## src/rtl/play_note_scheduler_if.sv

```systemverilog
// Bus between the play-mode note scheduler, its song memory and the play datapath.
// The scheduler uses the master modport; the memory/datapath side uses slave.
interface play_note_scheduler_if #(
  parameter int ADDR_W = 8
);
  logic              start;
  logic              stop;
  logic              pause;
  logic              loop_en;
  logic              mem_rd;
  logic [ADDR_W-1:0] mem_addr;
  logic [15:0]       mem_data;
  logic [9:0]        note_out;
  logic              note_valid;
  logic              busy;
  logic              song_done;

  modport master (
    input  start, stop, pause, loop_en, mem_data,
    output mem_rd, mem_addr, note_out, note_valid, busy, song_done
  );

  modport slave (
    output start, stop, pause, loop_en, mem_data,
    input  mem_rd, mem_addr, note_out, note_valid, busy, song_done
  );
endinterface

```

## src/rtl/play_note_scheduler.sv

```systemverilog
// Play-mode sequencer: fetches song entries, times each note in beat ticks and
// drives the {notes, shift} word to the sound/display path.
module play_note_scheduler #(
  parameter int TICK_PERIOD = 100000,
  parameter int CNT_W       = 20,
  parameter int ADDR_W      = 8,
  parameter int GAP_TICKS   = 1
) (
  input  logic                   vga_clk,
  input  logic                   rst_n,
  play_note_scheduler_if.master  bus
);

  typedef enum logic [2:0] {
    S_IDLE,
    S_FETCH,
    S_WAIT,
    S_PLAY,
    S_GAP,
    S_DONE
  } state_t;

  state_t            r_state;
  state_t            w_state_nxt;
  logic [ADDR_W-1:0] r_mem_addr;
  logic [ADDR_W-1:0] w_mem_addr_nxt;
  logic [CNT_W-1:0]  r_tick_cnt;
  logic [CNT_W-1:0]  w_tick_cnt_nxt;
  logic [5:0]        r_remain;
  logic [5:0]        w_remain_nxt;
  logic [9:0]        r_note;
  logic [9:0]        w_note_nxt;
  logic [9:0]        r_note_out;
  logic              r_mem_rd;
  logic              r_note_valid;
  logic              r_busy;
  logic              r_song_done;
  logic              w_song_done_nxt;
  logic              w_note_valid_nxt;
  logic              w_tick;
  logic [5:0]        w_dur;

  assign w_dur  = bus.mem_data[15:10];
  assign w_tick = (r_tick_cnt == CNT_W'(TICK_PERIOD - 1));

  // r_remain counts note beats in PLAY and silent beats in GAP
  always_comb begin
    w_state_nxt     = r_state;
    w_mem_addr_nxt  = r_mem_addr;
    w_tick_cnt_nxt  = r_tick_cnt;
    w_remain_nxt    = r_remain;
    w_note_nxt      = r_note;
    w_song_done_nxt = 1'b0;

    case (r_state)
      S_IDLE: begin
        if (bus.start) begin
          w_state_nxt    = S_FETCH;
          w_mem_addr_nxt = '0;
          w_tick_cnt_nxt = '0;
          w_remain_nxt   = '0;
        end
      end
      S_FETCH: w_state_nxt = S_WAIT;
      S_WAIT: begin
        if (w_dur == 6'd0) begin
          if (bus.loop_en) begin
            w_state_nxt    = S_FETCH;
            w_mem_addr_nxt = '0;
          end else begin
            w_state_nxt     = S_DONE;
            w_song_done_nxt = 1'b1;
          end
        end else begin
          w_state_nxt    = S_PLAY;
          w_remain_nxt   = w_dur;
          w_tick_cnt_nxt = '0;
          w_note_nxt     = {bus.mem_data[7:0], bus.mem_data[9:8]};
        end
      end
      S_PLAY: begin
        if (!bus.pause) begin
          w_tick_cnt_nxt = w_tick ? '0 : r_tick_cnt + 1'b1;
          if (w_tick) begin
            w_remain_nxt = r_remain - 1'b1;
            if (r_remain == 6'd1) begin
              w_mem_addr_nxt = r_mem_addr + 1'b1;
              if (GAP_TICKS > 0) begin
                w_state_nxt  = S_GAP;
                w_remain_nxt = 6'(GAP_TICKS);
              end else begin
                w_state_nxt  = S_FETCH;
              end
            end
          end
        end
      end
      S_GAP: begin
        if (!bus.pause) begin
          w_tick_cnt_nxt = w_tick ? '0 : r_tick_cnt + 1'b1;
          if (w_tick) begin
            w_remain_nxt = r_remain - 1'b1;
            if (r_remain == 6'd1) begin
              w_state_nxt = S_FETCH;
            end
          end
        end
      end
      S_DONE:  w_state_nxt = S_IDLE;
      default: w_state_nxt = S_IDLE;
    endcase

    if (bus.stop) begin
      w_state_nxt     = S_IDLE;
      w_mem_addr_nxt  = '0;
      w_tick_cnt_nxt  = '0;
      w_remain_nxt    = '0;
      w_note_nxt      = '0;
      w_song_done_nxt = 1'b0;
    end
  end

  // The latched note survives a pause; only the registered output is muted
  assign w_note_valid_nxt = (w_state_nxt == S_PLAY) && !bus.pause;

  always_ff @(posedge vga_clk or negedge rst_n) begin
    if (!rst_n) begin
      r_state <= S_IDLE;
    end else begin
      r_state <= w_state_nxt;
    end
  end

  always_ff @(posedge vga_clk or negedge rst_n) begin
    if (!rst_n) begin
      r_mem_addr   <= '0;
      r_tick_cnt   <= '0;
      r_remain     <= '0;
      r_note       <= '0;
      r_note_out   <= '0;
      r_mem_rd     <= 1'b0;
      r_note_valid <= 1'b0;
      r_busy       <= 1'b0;
      r_song_done  <= 1'b0;
    end else begin
      r_mem_addr   <= w_mem_addr_nxt;
      r_tick_cnt   <= w_tick_cnt_nxt;
      r_remain     <= w_remain_nxt;
      r_note       <= w_note_nxt;
      r_note_out   <= w_note_valid_nxt ? w_note_nxt : 10'd0;
      r_mem_rd     <= (w_state_nxt == S_FETCH);
      r_note_valid <= w_note_valid_nxt;
      r_busy       <= (w_state_nxt != S_IDLE);
      r_song_done  <= w_song_done_nxt;
    end
  end

  assign bus.mem_rd     = r_mem_rd;
  assign bus.mem_addr   = r_mem_addr;
  assign bus.note_out   = r_note_out;
  assign bus.note_valid = r_note_valid;
  assign bus.busy       = r_busy;
  assign bus.song_done  = r_song_done;

endmodule

```

## src/flat_wrapper.sv

```systemverilog
// flat-port wrapper written by rule: the top's interface ports become plain ports
module play_note_scheduler_flat 
#(
  parameter int TICK_PERIOD = 100000,
  parameter int CNT_W       = 20,
  parameter int ADDR_W      = 8,
  parameter int GAP_TICKS   = 1
)
  (vga_clk, rst_n, bus_start, bus_stop, bus_pause, bus_loop_en, bus_mem_data, bus_mem_rd, bus_mem_addr, bus_note_out, bus_note_valid, bus_busy, bus_song_done);
  play_note_scheduler_if #(.ADDR_W(ADDR_W)) bus_i ();
  input  logic vga_clk;
  input  logic rst_n;
  input wire logic [$bits(bus_i.start)-1:0] bus_start;
  input wire logic [$bits(bus_i.stop)-1:0] bus_stop;
  input wire logic [$bits(bus_i.pause)-1:0] bus_pause;
  input wire logic [$bits(bus_i.loop_en)-1:0] bus_loop_en;
  input wire logic [$bits(bus_i.mem_data)-1:0] bus_mem_data;
  output wire logic [$bits(bus_i.mem_rd)-1:0] bus_mem_rd;
  output wire logic [$bits(bus_i.mem_addr)-1:0] bus_mem_addr;
  output wire logic [$bits(bus_i.note_out)-1:0] bus_note_out;
  output wire logic [$bits(bus_i.note_valid)-1:0] bus_note_valid;
  output wire logic [$bits(bus_i.busy)-1:0] bus_busy;
  output wire logic [$bits(bus_i.song_done)-1:0] bus_song_done;
  assign bus_i.start = bus_start;
  assign bus_i.stop = bus_stop;
  assign bus_i.pause = bus_pause;
  assign bus_i.loop_en = bus_loop_en;
  assign bus_i.mem_data = bus_mem_data;
  assign bus_mem_rd = bus_i.mem_rd;
  assign bus_mem_addr = bus_i.mem_addr;
  assign bus_note_out = bus_i.note_out;
  assign bus_note_valid = bus_i.note_valid;
  assign bus_busy = bus_i.busy;
  assign bus_song_done = bus_i.song_done;
  play_note_scheduler #(.TICK_PERIOD(TICK_PERIOD), .CNT_W(CNT_W), .ADDR_W(ADDR_W), .GAP_TICKS(GAP_TICKS)) u_core (.vga_clk(vga_clk), .rst_n(rst_n), .bus(bus_i));
endmodule
```

## config.mk

```make
export PLATFORM = sky130hd
export DESIGN_NAME = play_note_scheduler_flat
export DESIGN_NICKNAME = d
export VERILOG_FILES = /design/src/rtl/play_note_scheduler_if.sv /design/src/rtl/play_note_scheduler.sv /design/src/flat_wrapper.sv
export SDC_FILE = /design/constraint.sdc
export NUM_CORES = 1
export LEC_CHECK = 0
export ABC_AREA = 1
export CORE_UTILIZATION = 50
export CTS_BUF_LIST = sky130_fd_sc_hd__clkbuf_4 sky130_fd_sc_hd__clkbuf_8 sky130_fd_sc_hd__clkbuf_16
export DETAILED_ROUTE_END_ITERATION = 8
export PLACE_DENSITY = 0.76
export SYNTH_ARGS = -nofsm -noshare
export SYNTH_HDL_FRONTEND = slang
export SYNTH_SLANG_ARGS = --single-unit
```

## constraint.sdc

```tcl
create_clock -name vga_clk -period 1.56 [get_ports vga_clk]
set_input_delay 0.312 -clock vga_clk [delete_from_list [all_inputs] [get_ports vga_clk]]
set_output_delay 0.312 -clock vga_clk [all_outputs]
set_load 0.005 [all_outputs]
```

Word level (Yosys, flattened, before mapping)
Index checks and enable logic that the tools add are counted.
{ "word_totals": {"output_inout_bits": 22, "register_bits": 61} }
{ "classes": {"n_addsub": 3, "mux": 42, "n_reduce_logical": 12, "n_eq_ne": 18} }
{ "op_table": {"columns": ["op", "count"], "rows": [
  ["$mux 20", 5],
  ["$pmux 20 s3", 1],
  ["$mux 8", 7],
  ["$mux 6", 8],
  ["$mux 10", 4],
  ["$mux 3", 10],
  ["$pmux 6 s4", 1],
  ["$pmux 8 s3", 1],
  ["$add 20x1->20 const B", 1],
  ["$eq 20x17->1 const B", 1],
  ["$ne 3x3->1 const B", 6],
  ["$pmux 3 s5", 1],
  ["$reduce_and 7->1", 2],
  ["$ne 3x2->1 const B", 4],
  ["$eq 3x2->1 const B", 3],
  ["$add 8x1->8 const B", 1],
  ["$reduce_bool 4->1", 2],
  ["$eq 3x1->1 const B", 2],
  ["$eq 6x1->1 const B", 1],
  ["$logic_not 6->1", 1],
  ["$sub 6x1->6 const B", 1],
  ["$reduce_bool 5->1", 1],
  ["$mux 1", 4],
  ["$reduce_and 4->1", 1],
  ["6 further kinds", 6]
]} }

Logic depth before layout (Yosys ltp)
{ "logic_depth": {"ltp_word": 9, "ltp_mapped": 11, "depth_no_buf": 11} }

Worst setup path before layout
Ideal clock, no wire load.
{ "synth_timing": {"path_kind": "register to register", "start": "register u_core.r_tick_cnt[0]", "end": "register u_core.r_tick_cnt[13]", "n_path_buf": 1, "setup_time_ns": 0.120, "period_less_slack_ns": 1.695, "path_stages_with_launch": 9, "arrival_time_ns": 1.575, "setup_slack_ns": -0.135, "required_ns": 1.440, "path_cell_list": "dfrtp_1 -> ha_1 -> nand3_1 -> nor2_1 -> nand2_1 -> nand3_1 -> nand2_1 -> buf_4 -> and3_1"} }
{ "synth_via": {"elab_chain_len": 5} }
{ "synth_lines": {"columns": ["element", "line_no", "text"], "rows": [
  ["from (decl)", "play_note_scheduler.sv:27", "logic [CNT_W-1:0] r_tick_cnt;"],
  ["from (signal assigned)", "play_note_scheduler.sv:147", "r_tick_cnt <= w_tick_cnt_nxt;"],
  ["$add 20x1->20 or $eq 20x17->1 (tied branches)", "play_note_scheduler.sv:83, play_note_scheduler.sv:100, play_note_scheduler.sv:44", null],
  ["$mux 20 *", "play_note_scheduler.sv:83, play_note_scheduler.sv:100", null],
  ["$mux 20 *", "play_note_scheduler.sv:82, play_note_scheduler.sv:99", null],
  ["$pmux 20 s3 *", "play_note_scheduler.sv:55", "case (r_state)"],
  ["$mux 20 *", "play_note_scheduler.sv:113", "if (bus.stop) begin"]
]} }
Mark *: on every way between the ends. The rest lies on a longest branch, timed or not. The select of a mux whose other input is x is not followed.
A chain may end at the register's enable or synchronous reset.

Worst setup path after layout
{ "layout_timing": {"start": "register u_core.r_state[2]", "end": "register u_core.r_tick_cnt[13]"} }
{ "layout_via": {"elab_chain_len": 4} }
{ "layout_lines": {"columns": ["element", "line_no", "text"], "rows": [
  ["from (decl)", "play_note_scheduler.sv:23", "state_t r_state;"],
  ["from (signal assigned)", "play_note_scheduler.sv:130", "r_state <= w_state_nxt;"],
  ["$eq 3x2->1 or $eq 3x3->1 (tied branches)", "play_note_scheduler.sv:55", null],
  ["$reduce_or 2->1 (no source line)", null, null],
  ["$ne 3x3->1 (no source line), or another cell as far along", null, null],
  ["$reduce_and 4->1 (no source line) or $mux 20 (tied branches)", null, null]
]} }
Several ways; a longest one is shown, not always the timed one.

==> flow_metrics.tcl <==
set metrics [dict create \
    status "finished, violations left" \
    violations "DRC, setup timing" \
    start_kind "flip-flop" \
    worst_path_max_delay_cell "dfrtp_1" \
    finClkSkew_ps 12.4 \
    gr-total-overflow 0 \
    required_ps 1820 \
    final_util 0.851 \
    crit_cells 11 \
    finalInstanceArea_mm2 0.00550 \
    synth-adder-area-share 0.0147 \
    die_y_um 84.4 \
    p_int_mw 2.95 \
    synth_area_leaders "dfrtp_1 (45%), nand2_1 (12%), nor2_1 (9.0%)" \
    clock_path_buffers 2 \
    areaGrowthSynthToFinish_pct 61.9 \
    period_needed_ps 1850 \
    crit_start "u_core.r_state[2]" \
    maxSlewViolCount 0 \
    power_switching_mw 1.58 \
    path_class "reg -> reg" \
    fmax_mhz 540 \
    r2r-start "u_core.r_state[2]" \
    antenna_found_initial 0 \
    yosysMostFrequentCell "nand2_1" \
    dieWidth_um 84.4 \
    worstPathArrival_ps 2110 \
    clkLatencyLatePin_ps 370 \
    layout-drive-gt1-share 0.419 \
    synth_seq_cells 61 \
    grt_max_degree 41 \
    ant_nets 0 \
    syn_area_mm2 0.00339 \
    post-route-drc-count 4 \
    synth_ff_type "dfrtp_1" \
    dp_hpwl_um 6330 \
    path_max_fanout 5 \
    hp-class "in -> async" \
    finalPower_mw 4.54 \
    root_buffer "clkbuf_8" \
    dieArea_mm2 0.00712 \
    core_area_mm2 0.00646 \
    grt_pass1_vias 3712 \
    wl_um 13700 \
    num_rows 29 \
    place_ws_ps -474 \
    max_slew_margin 0.646 \
    cts_tree "yes" \
    reg2reg_to "u_core.r_tick_cnt[13]" \
    synth_compound_area_frac 0.0730 \
    period_share 1.19 \
    antenna_cells 0 \
    r2r_setup_slack_ps -290 \
    synth_edf_count 0 \
    ys_async_sr_fraction 1.00 \
    end_kind "flip-flop" \
    worst_pin_slew_ps 531 \
    ir_worst_vdd_mv 0.672 \
    drtIter0Drc 526 \
    synthXorXnorAreaFrac 0.0129 \
    syn_inst 460 \
    reg2reg_depth 11 \
    grt_pass1_wl_um 16800 \
    path_cells "inv_2, nand2_4, nor2_4, nand2_4, nor2_4, nor3_4, buf_6, buf_6, nand2_1, nand2_1, and3_1" \
    vias 4177 \
    yosysSeqAreaShare 0.450 \
    hold_viol_final 0 \
    rsz0062_at_grt "true" \
    synth_top_area_share 0.450 \
    vias_per_cell 5.99 \
    post_dp_cell_area_mm2 0.00449 \
    fin_ws_ps -291 \
    power_frac_seq 0.374 \
    p_leak_nw 2.67 \
    htree_num_levels 3 \
    synth_cell_types 31 \
    crit_buf_inv 3 \
    yosys.area_share.simple 0.355 \
    start_util 0.525 \
    synth_fp_nets 486 \
    setup_viol 53 \
    synth-warning-count 0 \
    io_pins 44 \
    netlist.top_cell.by_area "dfrtp_1" \
    synthTopCellsByCount "nand2_1 (106), nor2_1 (81), dfrtp_1 (61)" \
    first_pass_iters 7 \
    drv_cap 0 \
    p_sw_frac 0.349 \
    gp_congestion 0.919 \
    path_delay_family "simple AND/OR/NAND/NOR gates" \
    cts.reportedPaths.clkPinSlew_ps 90 \
    synth_mux_area_frac 0 \
    max_stage_delay_ps 440 \
    routedWlPerCell_um 19.7 \
    numCtsBuffers 9 \
    comb_power_share 0.298 \
    synth_top_family_by_area "simple AND/OR/NAND/NOR gates" \
    power.density_mw_per_mm2 825 \
    setup_tns_ps -11120 \
    nets 641 \
    port_buffers 43 \
    numClockSinks 61 \
    pwr-share-clk 0.328 \
    track_usage 0.302 \
    syn_avg_cell_area_um2 7.38 \
    cp-endpoint "u_core.r_tick_cnt[13]" \
]
-- state kept, by name (all words and copies together) (netlist names), 3 cells and up --
signal and count:
u_core.r_remain 6, u_core.r_note 10, u_core.r_state 3, u_core.bus.mem_addr 8
u_core.bus.note_out 10, u_core.r_tick_cnt 20
-- cells by family (layout without fill, tap and decap cells) --
group	after synthesis	after routing
XOR/XNOR	5	5
AND/OR/NAND/NOR	267	268
adder cells (fa/ha/maj)	4	4
flip-flops	61	61
buffers and inverters	78	236
AO/OA/AOI/OAI	45	46
-- worst reg2reg max path: cells and delay by family (launching register included) --
family	cells	cell delay, ps
simple gates	8	890
flops	1	440
buf+inv	3	420
-- cell usage in the layout (no fill, tap or decap), drive strengths merged, types with 14 or more instances in the layout --
cell type / Yosys / final
nand3: 33 / 33
nor3: 21 / 21
nand2: 110 / 111
nor2: 86 / 86
a21oi: 15 / 15
nand4: 14 / 14
o21ai: 22 / 23
inv: 66 / 66
dfrtp: 61 / 61
clkdlybuf4s50: 0 / 38
buf: 12 / 111
-- metrics by stage --
step	std cells	hold WS [ps]
after CTS	686	487
final	697	458
after detailed placement	650	320
after floorplan	460	16.4
after global placement	650	310
after global routing	697	503
-- how the worst min path moves through the flow --
stage / to / cells past startpoint / startpoint / slack (ps)
after floorplan: u_core.bus.busy / 0 / rst_n / 20
after global placement: u_core.r_remain[3] / 2 / rst_n / 310
after detailed placement: u_core.r_remain[2] / 2 / rst_n / 320
after CTS: u_core.r_remain[2] / 3 / rst_n / 490
after global routing: u_core.r_remain[4] / 3 / rst_n / 500
final: u_core.r_remain[4] / 3 / rst_n / 460
-- routing by layer --
layer	GRT usage	up-vias	routed length (um)
met5	0	-	0
met2	0.546	312	6650
li1	-	1778	-
met3	0.0600	143	1180
met4	0.134	0	1100
met1	0.348	1944	4800
-- layout make-up --
cell class | instances | area [um2]
Sequential cell | 61 | 1530
Multi-Input combinational cell | 323 | 2090
Tap cell | 77 | 96.3
Timing Repair Buffer | 154 | 1330
Clock inverter | 7 | 75.1
Clock buffer | 9 | 124
Inverter | 66 | 253
Fill cell | 297 | 963
-- power by group through the flow --
stage | logic [mW] | registers (mW) | clock network, mW
final | 1.35 | 1.69 | 1.49
after global routing | 1.42 | 1.70 | 1.55
after CTS | 1.06 | 1.69 | 1.45
after detailed placement | 0.864 | 1.71 | 0
after global placement | 0.848 | 1.71 | 0
after floorplan | 0.497 | 1.71 | 0
-- timing repair --
action / CTS / global route
endpoints found under the setup margin: 57 / 59
gates cloned: 4 / 0
hold buffers: 1 / 0
gates resized for setup: 64 / 95
buffers inserted: 15 / 11
endpoints found under the hold margin: 21 / 0
pin swaps: 13 / 23
Power figures use the tool's default switching activity.
